[config.mk]
export PLATFORM = sky130hd
export DESIGN_NAME = e1ofn_channel_sink
export DESIGN_NICKNAME = d
export VERILOG_FILES = /design/src/rtl/e1ofn_pkg.sv /design/src/rtl/e1ofn_channel_sink_fifo.sv /design/src/rtl/e1ofn_channel_sink.sv
export SDC_FILE = /design/constraint.sdc
export NUM_CORES = 1
export LEC_CHECK = 0
export ABC_AREA = 1
export BUFFER_PORTS_ARGS = -buffer_cell sky130_fd_sc_hd__buf_4
export CAP_MARGIN = 20
export CORE_UTILIZATION = 45
export CTS_CLUSTER_SIZE = 16
export DETAILED_ROUTE_END_ITERATION = 10
export PLACE_DENSITY_LB_ADDON = 0.08
export SLEW_MARGIN = 10
export SYNTH_ARGS = -nofsm -noshare
export SYNTH_HDL_FRONTEND = slang
export SYNTH_SLANG_ARGS = --single-unit
[constraint.sdc]
create_clock -name clk -period 2.1 [get_ports clk]
set_input_delay 0.42 -clock clk [delete_from_list [all_inputs] [get_ports clk]]
set_output_delay 0.42 -clock clk [all_outputs]
set_load 0.02 [all_outputs]
[src/rtl/e1ofn_pkg.sv]
// Shared types and helpers for the e1ofN channel sink.
package e1ofn_pkg;

    // Widest digit the helpers accept; callers zero-extend narrower digits.
    localparam int MAX_RAILS = 64;

    typedef enum logic {
        WAIT_DATA    = 1'b0,
        WAIT_NEUTRAL = 1'b1
    } state_t;

    // Index of the (single) high rail; OR of indices, so only meaningful when one-hot.
    function automatic logic [5:0] onehot_to_bin(input logic [MAX_RAILS-1:0] v);
        logic [5:0] r;
        r = '0;
        for (int i = 0; i < MAX_RAILS; i++) begin
            if (v[i]) r = r | 6'(i);
        end
        return r;
    endfunction

    // Number of high rails in a digit.
    function automatic logic [6:0] rail_count(input logic [MAX_RAILS-1:0] v);
        logic [6:0] n;
        n = '0;
        for (int i = 0; i < MAX_RAILS; i++) begin
            n = n + 7'(v[i]);
        end
        return n;
    endfunction

endpackage

[src/rtl/e1ofn_channel_sink_fifo.sv]
// Fall-through FIFO: head is visible on the cycle after the write, zero when empty.
module sync_fifo
    import e1ofn_pkg::*;
#(
    parameter  int WIDTH = 8,
    parameter  int DEPTH = 4,
    localparam int CW    = $clog2(DEPTH + 1),
    localparam int PW    = (DEPTH > 1) ? $clog2(DEPTH) : 1
) (
    input  logic             clk,
    input  logic             reset,
    input  logic             push,
    input  logic [WIDTH-1:0] push_data,
    input  logic             pop,
    output logic             full,
    output logic             empty,
    output logic [CW-1:0]    count,
    output logic [WIDTH-1:0] head
);

    logic [WIDTH-1:0] mem [DEPTH];
    logic [PW-1:0]    wr_ptr, rd_ptr;
    logic             do_push, do_pop;

    assign full    = (count == CW'(DEPTH));
    assign empty   = (count == '0);
    assign do_pop  = pop && !empty;
    // Push on full is only legal when the head leaves in the same cycle.
    assign do_push = push && (!full || do_pop);
    assign head    = empty ? '0 : mem[rd_ptr];

    // Pointer and occupancy tracking; pointers wrap at DEPTH, not at a power of two.
    always_ff @(posedge clk) begin
        if (reset) begin
            wr_ptr <= '0;
            rd_ptr <= '0;
            count  <= '0;
        end else begin
            if (do_push) wr_ptr <= (wr_ptr == PW'(DEPTH - 1)) ? '0 : wr_ptr + 1'b1;
            if (do_pop)  rd_ptr <= (rd_ptr == PW'(DEPTH - 1)) ? '0 : rd_ptr + 1'b1;
            case ({do_push, do_pop})
                2'b10:   count <= count + 1'b1;
                2'b01:   count <= count - 1'b1;
                default: count <= count;
            endcase
        end
    end

    // Storage needs no reset: the head is masked to zero while empty.
    always_ff @(posedge clk) begin
        if (do_push) mem[wr_ptr] <= push_data;
    end

endmodule

[src/rtl/e1ofn_channel_sink.sv]
// Clocked sink for a four-phase e1ofN channel: synchronise rails, decode the
// token, run the enable handshake and queue decoded tokens in a FIFO.
module e1ofn_channel_sink
    import e1ofn_pkg::*;
#(
    parameter  int RAILS         = 2,
    parameter  int DIGITS        = 1,
    parameter  int DEPTH         = 4,
    parameter  int SYNC_STAGES   = 2,
    parameter  int EN_ACTIVE_LOW = 0,
    localparam int LOGR          = $clog2(RAILS),
    localparam int DW            = DIGITS * LOGR,
    localparam int CW            = $clog2(DEPTH + 1)
) (
    input  logic                     clk,
    input  logic                     reset,
    input  logic [DIGITS*RAILS-1:0]  ch_d,
    output logic                     ch_e,
    output logic [DW-1:0]            out_data,
    output logic                     out_valid,
    input  logic                     out_ready,
    output logic [CW-1:0]            count,
    output logic                     proto_err,
    input  logic                     err_clear
);

    localparam logic EN_READY = (EN_ACTIVE_LOW == 0);
    localparam logic EN_ACK   = ~EN_READY;

    logic [SYNC_STAGES-1:0][DIGITS*RAILS-1:0] sync_q;
    logic [DIGITS*RAILS-1:0]                  sd;
    logic [DIGITS-1:0]                        dig_valid, dig_neutral, dig_illegal;
    logic [DW-1:0]                            tok;
    logic                                     complete, neutral, bad;
    logic                                     full, empty, push, pop, can_write;
    state_t                                   state;

    // Rail synchroniser chain; everything downstream sees only sd.
    always_ff @(posedge clk) begin
        if (reset) begin
            sync_q <= '0;
        end else begin
            sync_q[0] <= ch_d;
            for (int s = 1; s < SYNC_STAGES; s++) sync_q[s] <= sync_q[s-1];
        end
    end

    assign sd = sync_q[SYNC_STAGES-1];

    for (genvar k = 0; k < DIGITS; k++) begin : g_dig
        logic [MAX_RAILS-1:0] ext;
        // Zero-extend the digit to the helper width.
        always_comb begin
            ext = '0;
            ext[RAILS-1:0] = sd[k*RAILS +: RAILS];
        end
        assign dig_valid[k]          = (rail_count(ext) == 7'd1);
        assign dig_neutral[k]        = (rail_count(ext) == 7'd0);
        assign dig_illegal[k]        = (rail_count(ext) >= 7'd2);
        assign tok[k*LOGR +: LOGR]   = LOGR'(onehot_to_bin(ext));
    end

    assign complete  = &dig_valid;
    assign neutral   = &dig_neutral;
    assign bad       = |dig_illegal;

    assign out_valid = !empty;
    assign pop       = out_valid && out_ready;
    assign can_write = !full || pop;
    assign push      = (state == WAIT_DATA) && !bad && complete && can_write;

    // Handshake FSM with registered enable; errors are sticky and win over clear.
    always_ff @(posedge clk) begin
        if (reset) begin
            state     <= WAIT_DATA;
            ch_e      <= EN_READY;
            proto_err <= 1'b0;
        end else begin
            if (bad)            proto_err <= 1'b1;
            else if (err_clear) proto_err <= 1'b0;
            case (state)
                WAIT_DATA: begin
                    if (bad || (complete && can_write)) begin
                        ch_e  <= EN_ACK;
                        state <= WAIT_NEUTRAL;
                    end
                end
                WAIT_NEUTRAL: begin
                    if (neutral) begin
                        ch_e  <= EN_READY;
                        state <= WAIT_DATA;
                    end
                end
                default: state <= WAIT_DATA;
            endcase
        end
    end

    sync_fifo #(
        .WIDTH (DW),
        .DEPTH (DEPTH)
    ) u_fifo (
        .clk       (clk),
        .reset     (reset),
        .push      (push),
        .push_data (tok),
        .pop       (pop),
        .full      (full),
        .empty     (empty),
        .count     (count),
        .head      (out_data)
    );

endmodule
After elaboration in Yosys (flattened, before gate mapping)
Memory sizes are Yosys's and may differ from the RTL's. A register that Yosys moved wholly into a read port is not among the register bits.
Index checks and enable logic that the tools add are counted.

word-level totals
  memories = 1
  word-level logic and storage cells = 59
  output and inout bits = 7
  register bits after elaboration = 14
  RAM bits = 4

operators by class
  bitwise gates (word level) = 1
  $lt $le $gt $ge = 1
  $add $sub $neg = 5
  equality and inequality tests = 8
  reductions and logical operators = 18
  multiplexer cells = 17

memory list
  name        words  bits a word  read ports  clocked after memory_dff  write ports  line                           source
  u_fifo.mem  4      1            1           1                         1            e1ofn_channel_sink_fifo.sv:21  logic [WIDTH-1:0] mem [DEPTH];

operators with widths
  kind                                                                     count
  1-bit 2-to-1 mux                                                         10
  2-bit 2-to-1 mux                                                         4
  7-bit by 1-bit == test with 1-bit output, second input constant          1
  1-bit logical AND                                                        7
  7-bit zero test                                                          1
  2-bit == test, second input constant                                     3
  3-bit one-hot mux with 2 select lines                                    1
  2-bit by 1-bit adder with 2-bit output, second input constant            2
  1-bit one-hot mux with 2 select lines                                    2
  2-bit nonzero test                                                       2
  3-bit by 1-bit adder with 3-bit output, second input constant            1
  3-bit == test, second input constant                                     1
  1-bit zero test                                                          3
  3-bit zero test                                                          1
  1-bit logical OR                                                         3
  3-bit by 1-bit subtractor with 3-bit output, second input constant       1
  1-bit by 1-bit adder with 2-bit output                                   1
  2-bit by 1-bit == test with 1-bit output, second input constant          1
  2-bit greater-or-equal comparator, second input constant                 1
  2-bit by 1-bit inequality test with 1-bit output, second input constant  1
  2-bit inequality test, second input constant                             1
  2-bit AND reduction                                                      1
  1-bit inverter                                                           1

Depth between registers and ports, before layout
  depth after elaboration = 9
  mapped depth = 14
  gate-level depth less buffers = 14

Hierarchy
Synthesis repeated with hierarchy kept, for this count alone.

unflattened totals
  cell total of the unflattened synthesis = 119
  area total of the unflattened synthesis = 1006.0 µm²

modules (own cells, without submodules)
  module              seq. area each (µm²)  cells an instance  instances  area each (µm²)
  sync_fifo           300.3                 78                 1          703.2
  e1ofn_channel_sink  140.1                 41                 1          302.8

Worst setup path before layout
OpenSTA, ideal clock, no wires.

  path kind = register -> register
  start = reg sync_q (netlist bit sd[1])
  end = reg u_fifo.count[2]
  cell stages (with the launch flop) = 15
  path buffers = 0
  setup slack = 0.220 ns
  arrival time = 1.767 ns
  required time = 1.987 ns
  path through = dfxtp_1 -> inv_1 -> ha_1 -> inv_1 -> nor2_4 -> nand2_4 -> ha_1 -> inv_1 -> fa_1 -> inv_1 -> nand2_1 -> nand3_1 -> nand2_1 -> nand2_1 -> nor2_1

between the ends
  longest elaborated chain between the ends = 9
  elaborated cells between the ends (all ways) = 12

RTL lines
  item                                                                                line                           source
  start, declared                                                                     e1ofn_channel_sink.sv:30       logic [SYNC_STAGES-1:0][DIGITS*RAILS-1:0] sync_q;
  1-bit by 1-bit adder with 2-bit output *                                            e1ofn_pkg.sv:27                n = n + 7'(v[i]);
  2-bit greater-or-equal comparator                                                   e1ofn_channel_sink.sv:59       assign dig_illegal[k] = (rail_count(ext) >= 7'd2);
  1-bit zero test                                                                     e1ofn_channel_sink.sv:70       assign push = (state == WAIT_DATA) && !bad && complete && can_write;
  1-bit logical AND                                                                   e1ofn_channel_sink.sv:70
  1-bit logical AND * (2 in a row)                                                    e1ofn_channel_sink.sv:70
  1-bit logical AND *                                                                 e1ofn_channel_sink_fifo.sv:29  assign do_push = push && (!full || do_pop);
  2-bit by 1-bit == test with 1-bit output / 2-bit == test (equally long branches)    e1ofn_channel_sink_fifo.sv:41  case ({do_push, do_pop})
  3-bit one-hot mux with 2 select lines / 2-bit nonzero test (equally long branches)  --
  end signal, assigned                                                                e1ofn_channel_sink_fifo.sv:42  2'b10: count <= count + 1'b1;
  end signal, assigned                                                                e1ofn_channel_sink_fifo.sv:43  2'b01: count <= count - 1'b1;
  end signal, assigned                                                                e1ofn_channel_sink_fifo.sv:44  default: count <= count;
  end, declared                                                                       e1ofn_channel_sink_fifo.sv:17  output logic [CW-1:0] count,

Mark *: on every way between the ends. The rest lies on a longest branch, timed or not.
A chain may end at the register's enable or synchronous reset.

Worst setup path after layout
Ends and elaborated chain as after synthesis.

==> qor.txt <==
run status: finished clean
final net count: 149
port bufs: 12
crit-path max FO: 7
Syn Nets: 132
Post-CTS Setup Repair Bufs: 0
die width: 47.94 microns
Vias/cell: 4.325
vias in the first global route: 622
Psw: 0.0004266 W
Initial Utilization: 47.92%
Cell variety after synth: 18
clk_lat worst skew: 290 ps
Synth Cell Area: 949.7 sq um
Slew @ Worst Pin: 305.3 ps
root buffer cell: clkbuf_4
unrepaired setup endpoints after global routing: no
cell taking the most area after synthesis: dfxtp_1
Fmax: 0.5197 GHz
1st-iter DRT viols: 10
CTS clk-pin slew, worst paths: 110 ps
Layout Skew: 1.867 ps
crit path max-delay cell type: dfxtp_4
Die Span Y: 47.94 microns
sequential share of power: 44.6%
crit share post-route: 91.63%
synthesized area per cell: 8.117 sq um
Max-slew headroom: 79.63%
Clock power frac: 16.4%
core area: 1982 sq um
Crit. End Element: flip-flop
family with the most delay on the worst path: adder cells
synthesized instance count: 117
diode count: 0
Cell Area, Placed: 1074 sq um
total negative slack: 0 ps
R2R Path Start: sd[1]
critical path class: reg2reg
reg-to-reg critical path endpoint: u_fifo.count[2]
Total GRT Usage: 14.90%
Die Footprint: 2298 sq um
CP bufs+invs: 4
crit-path cells: inv_1 -> ha_1 -> inv_2 -> nor2_4 -> nand2_4 -> ha_2 -> inv_1 -> fa_2 -> inv_1 -> nand2_1 -> nand3_1 -> nand2_1 -> nand2_1 -> nor2_1
final instance area: 1109 sq um
post-synthesis sequential element count: 20
CP Data Required Time: 2300 ps
Final Hold Viols: 0
Final min period: 1924 ps
CP arrival: 2130 ps
max capacitance violation total: 0
ranking of synthesized cells by area: dfxtp_1 34%, edfxtp_1 13%, ha_1 11%
first drt pass iteration count: 3
Clock Sinks: 20
GR Overflow Total: 0
internal power: 0.0007070 W
Max rail drop VDD: 0.7064 mV
CP endpoint: u_fifo.count[2]
Synth top area share: 33.73%
H-Tree Depth: 1
sequential share of the synthesized area: 46.38%
CP Launch Type: flip-flop
post-route ant nets: 0
first-pass GRT wire length: 2.311 mm
Logic pwr share: 39.0%
layout cells sized above 1: 21.05%
Synth Warn #: 0
largest net degree at the start of global routing: 12
I/O pin count: 13
Post-DP HPWL: 1.138 mm
Hold Crit Class: in2reg
Slew Limit Fails: 0
Rows: 16
switching portion of total power: 37.63%
detailed-route via count: 692
clk buf depth: 2
Num CTS Buffers: 3
initial antenna violation count: 0
drt wl/cell: 9.200 microns
PwrDens: 1023 nW/um^2
DRC viols: 0
CP startpoint: sd[1]
CTS tree: done
Hold Path Origin: reset
Worst Reg2Reg Path Length in Cells: 14
leakage power: 0.5369 nW
critical path depth in cells: 14
gpl congestion: 0.6984
Area growth syn-to-layout: 16.73%
largest stage delay on the critical path: 390 ps
final setup fails: 0
r2r setup slk: 180 ps
routed wire length: 1.472 mm
## routing by layer
layer | vias up | part of all wire (%) | track usage [%]
met3 | 2 | 2.4 | 3.396
met5 | - | 0 | 0
met1 | 302 | 47 | 16.13
met2 | 8 | 49 | 26.49
li1 | 380 | - | -
met4 | 0 | 0.88 | 8.333
## cell usage in the layout (no fill, tap or decap), drive strengths merged
cell,count
ha,8
a21oi,5
nand2,21
clkbuf,4
fa,1
edfxtp,4
a21boi,1
inv,26
nor2,25
nand3b,2
o21ai,5
nand3,2
dfxtp,16
buf,12
or2,1
## area by class of cell
| cell class | count | area (sq um) |
|---|---|---|
| Clock buffer | 4 | 26.28 |
| Fill cell | 195 | 873.3 |
| Inverter | 26 | 97.59 |
| Multi-Input combinational cell | 71 | 416.7 |
| Sequential cell | 20 | 444.2 |
| Tap cell | 27 | 33.78 |
| Timing Repair Buffer | 12 | 90.09 |
## kinds of logic (layout without fill, tap and decap cells)
group,count (synthesis),count (layout),share of synthesized area (%)
AO/OA/AOI/OAI,11,11,6.060
adder cells (fa/ha/maj),9,9,12.65
buffers and inverters,26,42,10.28
flip-flops,20,20,46.38
AND/OR/NAND/NOR,51,51,24.64
## Yosys cell counts (all sizes together)
master,count
dfxtp,16
inv,26
nor2,25
nand3,2
edfxtp,4
ha,8
or2,1
a21oi,5
a21boi,1
o21ai,5
nand3b,2
nand2,21
fa,1
## flip-flops by register name (all words and copies together), names as in the netlist, named ones only
name,flops
ch_e,1
u_fifo.mem,4
u_fifo.rd_ptr,2
sync_q,2
u_fifo.wr_ptr,2
sd,2
u_fifo.count,3
proto_err,1
state,1
## worst min path at each step
| stage | to | slack (ps) | depth (start not counted) |
|---|---|---|---|
| floorplan | sd[0] | 390 | 2 |
| global placement | sd[0] | 390 | 2 |
| detailed placement | sd[1] | 400 | 2 |
| CTS | sync_q[1] | 300 | 2 |
| global route | sd[1] | 280 | 2 |
| finish | sd[1] | 300 | 2 |
## power groups by stage
| stage | Combinational (W) | Clock, W | Sequential [W] |
|---|---|---|---|
| 2_1_floorplan | 0.000273 | 0 | 0.000536 |
| 3_3_place_gp | 0.000433 | 0 | 0.000513 |
| 3_5_place_dp | 0.000437 | 0 | 0.000516 |
| 4_1_cts | 0.000440 | 0.000191 | 0.000507 |
| 5_1_grt | 0.000509 | 0.000212 | 0.000517 |
| 6_report | 0.000442 | 0.000186 | 0.000506 |
## metrics by stage
step	hold WS [ps]	std cells	total power [W]	worst slack, ps	utilization [%]
after floorplan	388.3	117	0.0008092	220.2	-
after global placement	394.9	156	0.0009457	135.4	54.17
after detailed placement	397.8	156	0.0009531	64.58	54.17
after CTS	299.5	160	0.001139	31.00	55.49
after global routing	280.2	160	0.001238	39.09	55.93
final	297.4	160	0.001134	175.7	55.93
## what timing repair did
action | 4_1_cts | 5_1_grt
resized for setup | 0 | 5
endpoints found under the hold margin | 0 | 0
endpoints found under the setup margin | 0 | 2
hold buffers | 0 | 0
(Power assumes the default switching activity.)
